**src/rtl/pipe_hazard_ctrl.sv**
```systemverilog
// Stall/flush controller for the 5-stage CowCat32 pipeline.
// It resolves load-use hazards, EX redirects, multi-cycle MDU ops and
// data-memory wait states. Hold and flush outputs are combinational, so
// the pipeline registers act on the same edge.
// Optional build macro: HAZARD_STATS_EN adds the stall/flush statistics
// counters. Without it, both counter outputs are tied to zero.
module pipe_hazard_ctrl #(
  parameter int unsigned MEM_TIMEOUT = 64,
  parameter int unsigned CNT_W       = 32
) (
  input  logic             clk,
  input  logic             rst,
  input  logic [4:0]       id_rs1,
  input  logic [4:0]       id_rs2,
  input  logic             id_rs1_used,
  input  logic             id_rs2_used,
  input  logic [4:0]       ex_rd,
  input  logic             ex_is_load,
  input  logic             ex_redirect,
  input  logic             ex_mdu_start,
  input  logic             mdu_done,
  input  logic             mem_busy,
  output logic             pc_hold,
  output logic             if_id_hold,
  output logic             id_ex_hold,
  output logic             ex_mem_hold,
  output logic             mem_wb_hold,
  output logic             if_id_flush_n,
  output logic             id_ex_flush_n,
  output logic             ex_mem_flush_n,
  output logic             mem_timeout,
  output logic [CNT_W-1:0] stall_cycles,
  output logic [CNT_W-1:0] flush_events
);

  typedef enum logic {RUN, MDU_WAIT} state_t;

  localparam logic [7:0] TMO_MAX  = 8'(MEM_TIMEOUT);
  localparam logic [7:0] TMO_LAST = 8'(MEM_TIMEOUT - 1);

  state_t     state, state_nx;
  logic       done_pending, done_pending_nx;
  logic [7:0] wait_cnt;
  logic       freeze, mdu_stall, load_use;

  // FSM state and the latched MDU completion.
  always_ff @(posedge clk) begin
    if (!rst) begin
      state        <= RUN;
      done_pending <= 1'b0;
    end else begin
      state        <= state_nx;
      done_pending <= done_pending_nx;
    end
  end

  // Hazard detection, next-state logic and priority-encoded hold/flush outputs.
  always_comb begin
    state_nx        = state;
    done_pending_nx = done_pending;
    pc_hold         = 1'b0;
    if_id_hold      = 1'b0;
    id_ex_hold      = 1'b0;
    ex_mem_hold     = 1'b0;
    mem_wb_hold     = 1'b0;
    if_id_flush_n   = 1'b1;
    id_ex_flush_n   = 1'b1;
    ex_mem_flush_n  = 1'b1;

    freeze    = mem_busy;
    mdu_stall = ((state == RUN) && ex_mdu_start && !mdu_done) ||
                ((state == MDU_WAIT) && !mdu_done && !done_pending);
    load_use  = ex_is_load && (ex_rd != 5'd0) &&
                ((id_rs1_used && (id_rs1 == ex_rd)) ||
                 (id_rs2_used && (id_rs2 == ex_rd)));

    // A completion that lands while memory freezes the pipe is remembered
    // so the wait can end on the first unfrozen cycle.
    if (state == MDU_WAIT && mdu_done && freeze)
      done_pending_nx = 1'b1;

    if (!freeze) begin
      if (state == RUN && ex_mdu_start && !mdu_done) begin
        state_nx = MDU_WAIT;
      end else if (state == MDU_WAIT && (mdu_done || done_pending)) begin
        state_nx        = RUN;
        done_pending_nx = 1'b0;
      end
    end

    if (rst) begin
      if (freeze) begin
        pc_hold     = 1'b1;
        if_id_hold  = 1'b1;
        id_ex_hold  = 1'b1;
        ex_mem_hold = 1'b1;
        mem_wb_hold = 1'b1;
      end else if (mdu_stall) begin
        pc_hold        = 1'b1;
        if_id_hold     = 1'b1;
        id_ex_hold     = 1'b1;
        ex_mem_flush_n = 1'b0;
      end else if (ex_redirect) begin
        if_id_flush_n = 1'b0;
        id_ex_flush_n = 1'b0;
      end else if (load_use) begin
        pc_hold       = 1'b1;
        if_id_hold    = 1'b1;
        id_ex_flush_n = 1'b0;
      end
    end
  end

  // Consecutive memory-wait counter and the sticky timeout flag.
  always_ff @(posedge clk) begin
    if (!rst) begin
      wait_cnt    <= '0;
      mem_timeout <= 1'b0;
    end else begin
      if (mem_busy) begin
        if (wait_cnt != TMO_MAX)
          wait_cnt <= wait_cnt + 8'd1;
        if (wait_cnt == TMO_LAST)
          mem_timeout <= 1'b1;
      end else begin
        wait_cnt <= '0;
      end
    end
  end

`ifdef HAZARD_STATS_EN
  logic any_flush;
  assign any_flush = ~(if_id_flush_n & id_ex_flush_n & ex_mem_flush_n);

  // Statistics counters: stalled cycles and cycles carrying a flush.
  always_ff @(posedge clk) begin
    if (!rst) begin
      stall_cycles <= '0;
      flush_events <= '0;
    end else begin
      if (pc_hold)
        stall_cycles <= stall_cycles + CNT_W'(1);
      if (any_flush)
        flush_events <= flush_events + CNT_W'(1);
    end
  end
`else
  assign stall_cycles = '0;
  assign flush_events = '0;
`endif

endmodule

```
**config.mk**
```make
export PLATFORM = sky130hd
export DESIGN_NAME = pipe_hazard_ctrl
export DESIGN_NICKNAME = d
export VERILOG_FILES = /design/src/rtl/pipe_hazard_ctrl.sv
export SDC_FILE = /design/constraint.sdc
export NUM_CORES = 1
export LEC_CHECK = 0
export CORE_MARGIN = 4
export CORE_UTILIZATION = 35
export CTS_CLUSTER_DIAMETER = 150
export CTS_CLUSTER_SIZE = 20
export DETAILED_ROUTE_END_ITERATION = 16
export PLACE_DENSITY_LB_ADDON = 0.25
export SETUP_SLACK_MARGIN = 0.5
export SKIP_LAST_GASP = 1
export SYNTH_ARGS = -nofsm -noshare
export SYNTH_HDL_FRONTEND = slang
export SYNTH_SLANG_ARGS = --single-unit
```
**constraint.sdc**
```tcl
create_clock -name clk -period 3.28 [get_ports clk]
set_clock_uncertainty 0.05 [all_clocks]
set_input_delay 0.656 -clock clk [delete_from_list [all_inputs] [get_ports clk]]
set_output_delay 0.656 -clock clk [all_outputs]
set_load 0.005 [all_outputs]
```
Word level (Yosys, flattened, before mapping)
Index checks and enable logic that the tools add are counted.
Storage, ports and cells
  register bits: 11
  input bits: 24
  output and inout bits: 73
  logic and storage cells: 60
Operators by class
  add/sub/neg operators: 1
  eq/ne operators: 4
  multiplexer cells: 28
  bitwise logic cells: 2
  reductions and logical operators: 21
Operator list (number)
  two-way mux 1 bit: 28
  logical AND 1 bit: 11
  equality test 5 bit: 2
  adder 8 x 1 -> 8 bit, second input constant: 1
  equality test 8 x 6 -> 1 bit, second input constant: 1
  != test 8 x 7 -> 1 bit, second input constant: 1
  AND reduction 2 bit: 3
  nonzero test 5 bit: 1
  logical OR 1 bit: 3
  logical NOT 1 bit: 2
  NOT 1 bit: 2
  nonzero test 2 bit: 1

Logic depth before layout (Yosys ltp)
  word-level depth: 9
  depth in mapped cells: 6
  mapped depth without buffers: 6

Worst setup path before layout
OpenSTA, ideal clock, no wires.
  path type: input to output
  from: input ex_rd[1]
  to: output pc_hold
  arrival time: 1.434 ns
  required time: 2.574 ns
  setup slack: 1.140 ns
  stages on the path: 5
  path buffers: 1
  path through: xnor2_1 > nand4_1 > o22ai_1 > a41o_1 > buf_4
Between the ends
  longest elaborated chain between the ends: 9
  elaborated cells on any way between the ends: 13
  those cells by class: 2 x eq/ne; 5 x mux; 6 x reduce/logical
RTL lines
  from (decl): RTL line 17  | input logic [4:0] ex_rd,
  equality test 5 bit (on tied branches): RTL line 74, 75
  logical AND 1 bit (on tied branches): RTL line 74, 75
  logical OR 1 bit: RTL line 74  | ((id_rs1_used && (id_rs1 == ex_rd)) ||
  logical AND 1 bit (*): RTL line 73  | load_use = ex_is_load && (ex_rd != 5'd0) &&
  two-way mux 1 bit (*) (5 in series)
  to (decl): RTL line 23  | output logic pc_hold,
Mark *: on every way between the ends. The rest lies on a longest branch, timed or not.

Final worst setup path
  from: input ex_mdu_start
  to: output ex_mem_flush_n
Between the ends
  longest elaborated chain between the ends: 6
RTL lines
  from (decl): RTL line 20  | input logic ex_mdu_start,
  logical AND 1 bit (2 in series): RTL line 71  | mdu_stall = ((state == RUN) && ex_mdu_start && !mdu_done) ||
  logical OR 1 bit: RTL line 71
  two-way mux 1 bit: RTL line 98  | end else if (mdu_stall) begin
  two-way mux 1 bit: RTL line 92  | if (freeze) begin
  two-way mux 1 bit: RTL line 91  | if (rst) begin
  to (decl): RTL line 30  | output logic ex_mem_flush_n,
Every way passes these cells.

==> metrics.yaml <==
wire_per_inst_um: 10.1
critPathMaxFanout: 2
power.density_nw_per_um2: 239
netlist_area_um2: 1180
cts_max_path_buffers: 2
multiInputGateArea_um2: 703
die_x_um: 66.0
status: "finished, final reports clean"
ant_nets: 0
vdd_ir_drop_max_uv: 89.1
final.setup.tns_ns: 0
swShare_pct: 29.2
p_switching_w: 0.0000961
h-tree-depth: 1
viasPerCell: 3.70
cp-end-kind: "output port"
fin_crit_sh_pct: 84.5
ios: 97
num-fill-cells: 313
yosysUniqueCellTypes: 24
drv_cap: 0
synth_top_area_share_pct: 42.1
async_reset_ff_share_pct: 0
grt_pass1_wl_um: 3280
gp_congestion: 0.812
finalSetupViolations: 0
synthTopCellsByArea: "buf_4 (42%), dfxtp_1 (19%), xnor2_1 (8.9%)"
dieArea_um2: 4350
grtUsageTotal_pct: 9.72
fmax_mhz: 361
overflow: 0
first_iter_violations: 9
synth_ff_type: "dfxtp_1"
ys_warn_count: 0
required_ns: 2.57
leakage_nw: 0.674
root_buffer: "clkbuf_4"
crit_arrival_ns: 2.06
rsz0062_at_grt: "true"
n_antenna_cell: 0
hold_viol_final: 0
synth_commonest_cells: "buf_4 (66), nor2_1 (12), xnor2_1 (12)"
port-buffer-count: 32
period_needed_ns: 2.77
critPathLaunchType: "primary input"
cts_made_buffers: 3
seqCellArea_um2: 220
synth-seq-area-share_pct: 18.7
cts.sinks: 11
grt_start_max_net_pins: 8
drc_errors: 0
clk_pin_slew_ns: 0.06
power_frac_comb_pct: 30.1
synth.most_common_cell: "buf_4"
grt_pass1_vias: 757
drv_slew: 0
syn_area_per_cell_um2: 7.89
p_total_w: 0.000329
dieHeight_um: 66.0
p_int_w: 0.000233
num_vias: 863
antenna_found_initial: 0
path_class: "in2out"
cts_tree: "built"
clkLatencyLatePin_ns: 0.27
wl_um: 2350
postSynthCellCount: 149
synth_edf_count: 0
first_pass_iters: 2
rows: 20
clkPwrFrac_pct: 27.8
drive_gt1_share_pct: 9.52
design.core.area_um2: 3130
initial_utilization_pct: 37.6
yosys.area.top_type: "buf_4"
seqPwrFrac_pct: 42.1
place_hpwl_um: 1960
hold_path_class: "reg2reg"
finalNetCount: 216
syn_to_final_growth_pct: 17.0
ys_ff_latch: 11
==> critical path, stage by stage <==
cell and delay [ns]:
clkdlybuf4s50_1 0.46, nor2_1 0.04, a211oi_2 0.26, buf_4 0.16
buf_4 0.09, buf_4 0.09, nand2_1 0.04, dlygate4sd2_1 0.27
==> flip-flops by register name, summed over array words and instances, names as in the netlist <==
name and cells:
wait_cnt 8, done_pending 1, mem_timeout 1, state 1
==> cell usage in the layout, fill, tap and decap left out <==
master and count:
xnor2_2 2, ha_1 2, and4bb_2 1, nand3_1 6, a21oi_1 2, dlymetal6s2s_1 2
nand2_1 9, nor4b_1 1, buf_4 7, dfxtp_1 11, buf_2 1, mux2i_1 1
and4b_1 1, nor2b_1 1, inv_1 4, a211oi_2 1, a22oi_2 1, nor3_1 4
o22ai_2 1, and3_1 2, clkbuf_4 3, clkdlybuf4s50_1 19, o21a_1 2, nor2_1 12
clkbuf_2 1, dlygate4sd2_1 9, nand4_1 2, a41o_1 1, xor2_1 5, xnor2_1 10
clkbuf_1 1, conb_1 64
==> stage by stage <==
step | util, % | hold slack [ns] | setup WS (ns) | instance area (um2) | cells
after floorplan | - | 0.414 | 1.14 | 1410 | 212
after global placement | 41.3 | 0.432 | 0.114 | 1290 | 222
after detailed placement | 41.3 | 0.426 | 0.117 | 1290 | 222
after CTS | 43.1 | 0.453 | 0.284 | 1350 | 231
after global routing | 44.0 | 0.465 | 0.445 | 1380 | 233
final | 44.0 | 0.452 | 0.509 | 1380 | 233
==> cell type report <==
cell class / count / area share, %
multi-input cells: 131 / 51.1
repair buffers: 39 / 25.9
flip-flops and latches: 11 / 16.0
well taps: 44 / 4.00
clock buffers: 4 / 1.91
inverters: 4 / 1.09
==> metal layers <==
metal	wire (um)	GRT usage (%)	up-vias
met5	0	0	-
met4	33	1.52	0
met1	844	10.8	373
met3	260	2.04	5
li1	-	-	432
met2	1210	19.0	53
==> power groups by stage <==
stage / Clock (W) / Combinational [W] / Sequential, W
after floorplan: 0 / 0.000101 / 0.000141
after global placement: 0 / 0.0000918 / 0.000141
after detailed placement: 0 / 0.0000920 / 0.000142
after CTS: 0.0000964 / 0.0000934 / 0.000138
after global routing: 0.000105 / 0.000110 / 0.000139
final: 0.0000916 / 0.0000991 / 0.000138
==> logic make-up (layout without fill, tap and decap cells) <==
| logic type | count (synthesis) | count (layout) | synth area share, % |
|---|---|---|---|
| flip-flops | 11 | 11 | 18.7 |
| multiplexers | 1 | 1 | 0.851 |
| other | 1 | 64 | 0.319 |
| AND/OR/NAND/NOR | 39 | 39 | 16.3 |
| XOR/XNOR | 17 | 17 | 12.7 |
| AO/OA/AOI/OAI | 8 | 8 | 5.64 |
| adder cells (fa/ha/maj) | 2 | 2 | 2.13 |
| buffers and inverters | 70 | 47 | 43.4 |
==> path summary, 6_finish.rpt <==
path	cells after the start	startpoint	slack (ns)	endpoint
min reg2reg	1	mem_timeout$_SDFFE_PN0P_	0.45	mem_timeout$_SDFFE_PN0P_
min	1	mem_timeout$_SDFFE_PN0P_	0.45	mem_timeout$_SDFFE_PN0P_
max	8	ex_mdu_start	0.51	ex_mem_flush_n
max reg2reg	6	wait_cnt[0]$_SDFFE_PN0P_	1.89	wait_cnt[3]$_SDFFE_PN0P_
==> timing repair <==
item | CTS | global route
resized for setup | 12 | 9
gates cloned | 0 | 0
pin swaps | 4 | 5
setup buffers | 5 | 2
endpoints found under the setup margin | 8 | 4
hold buffers | 0 | 0
Power figures use the tool's default switching activity.
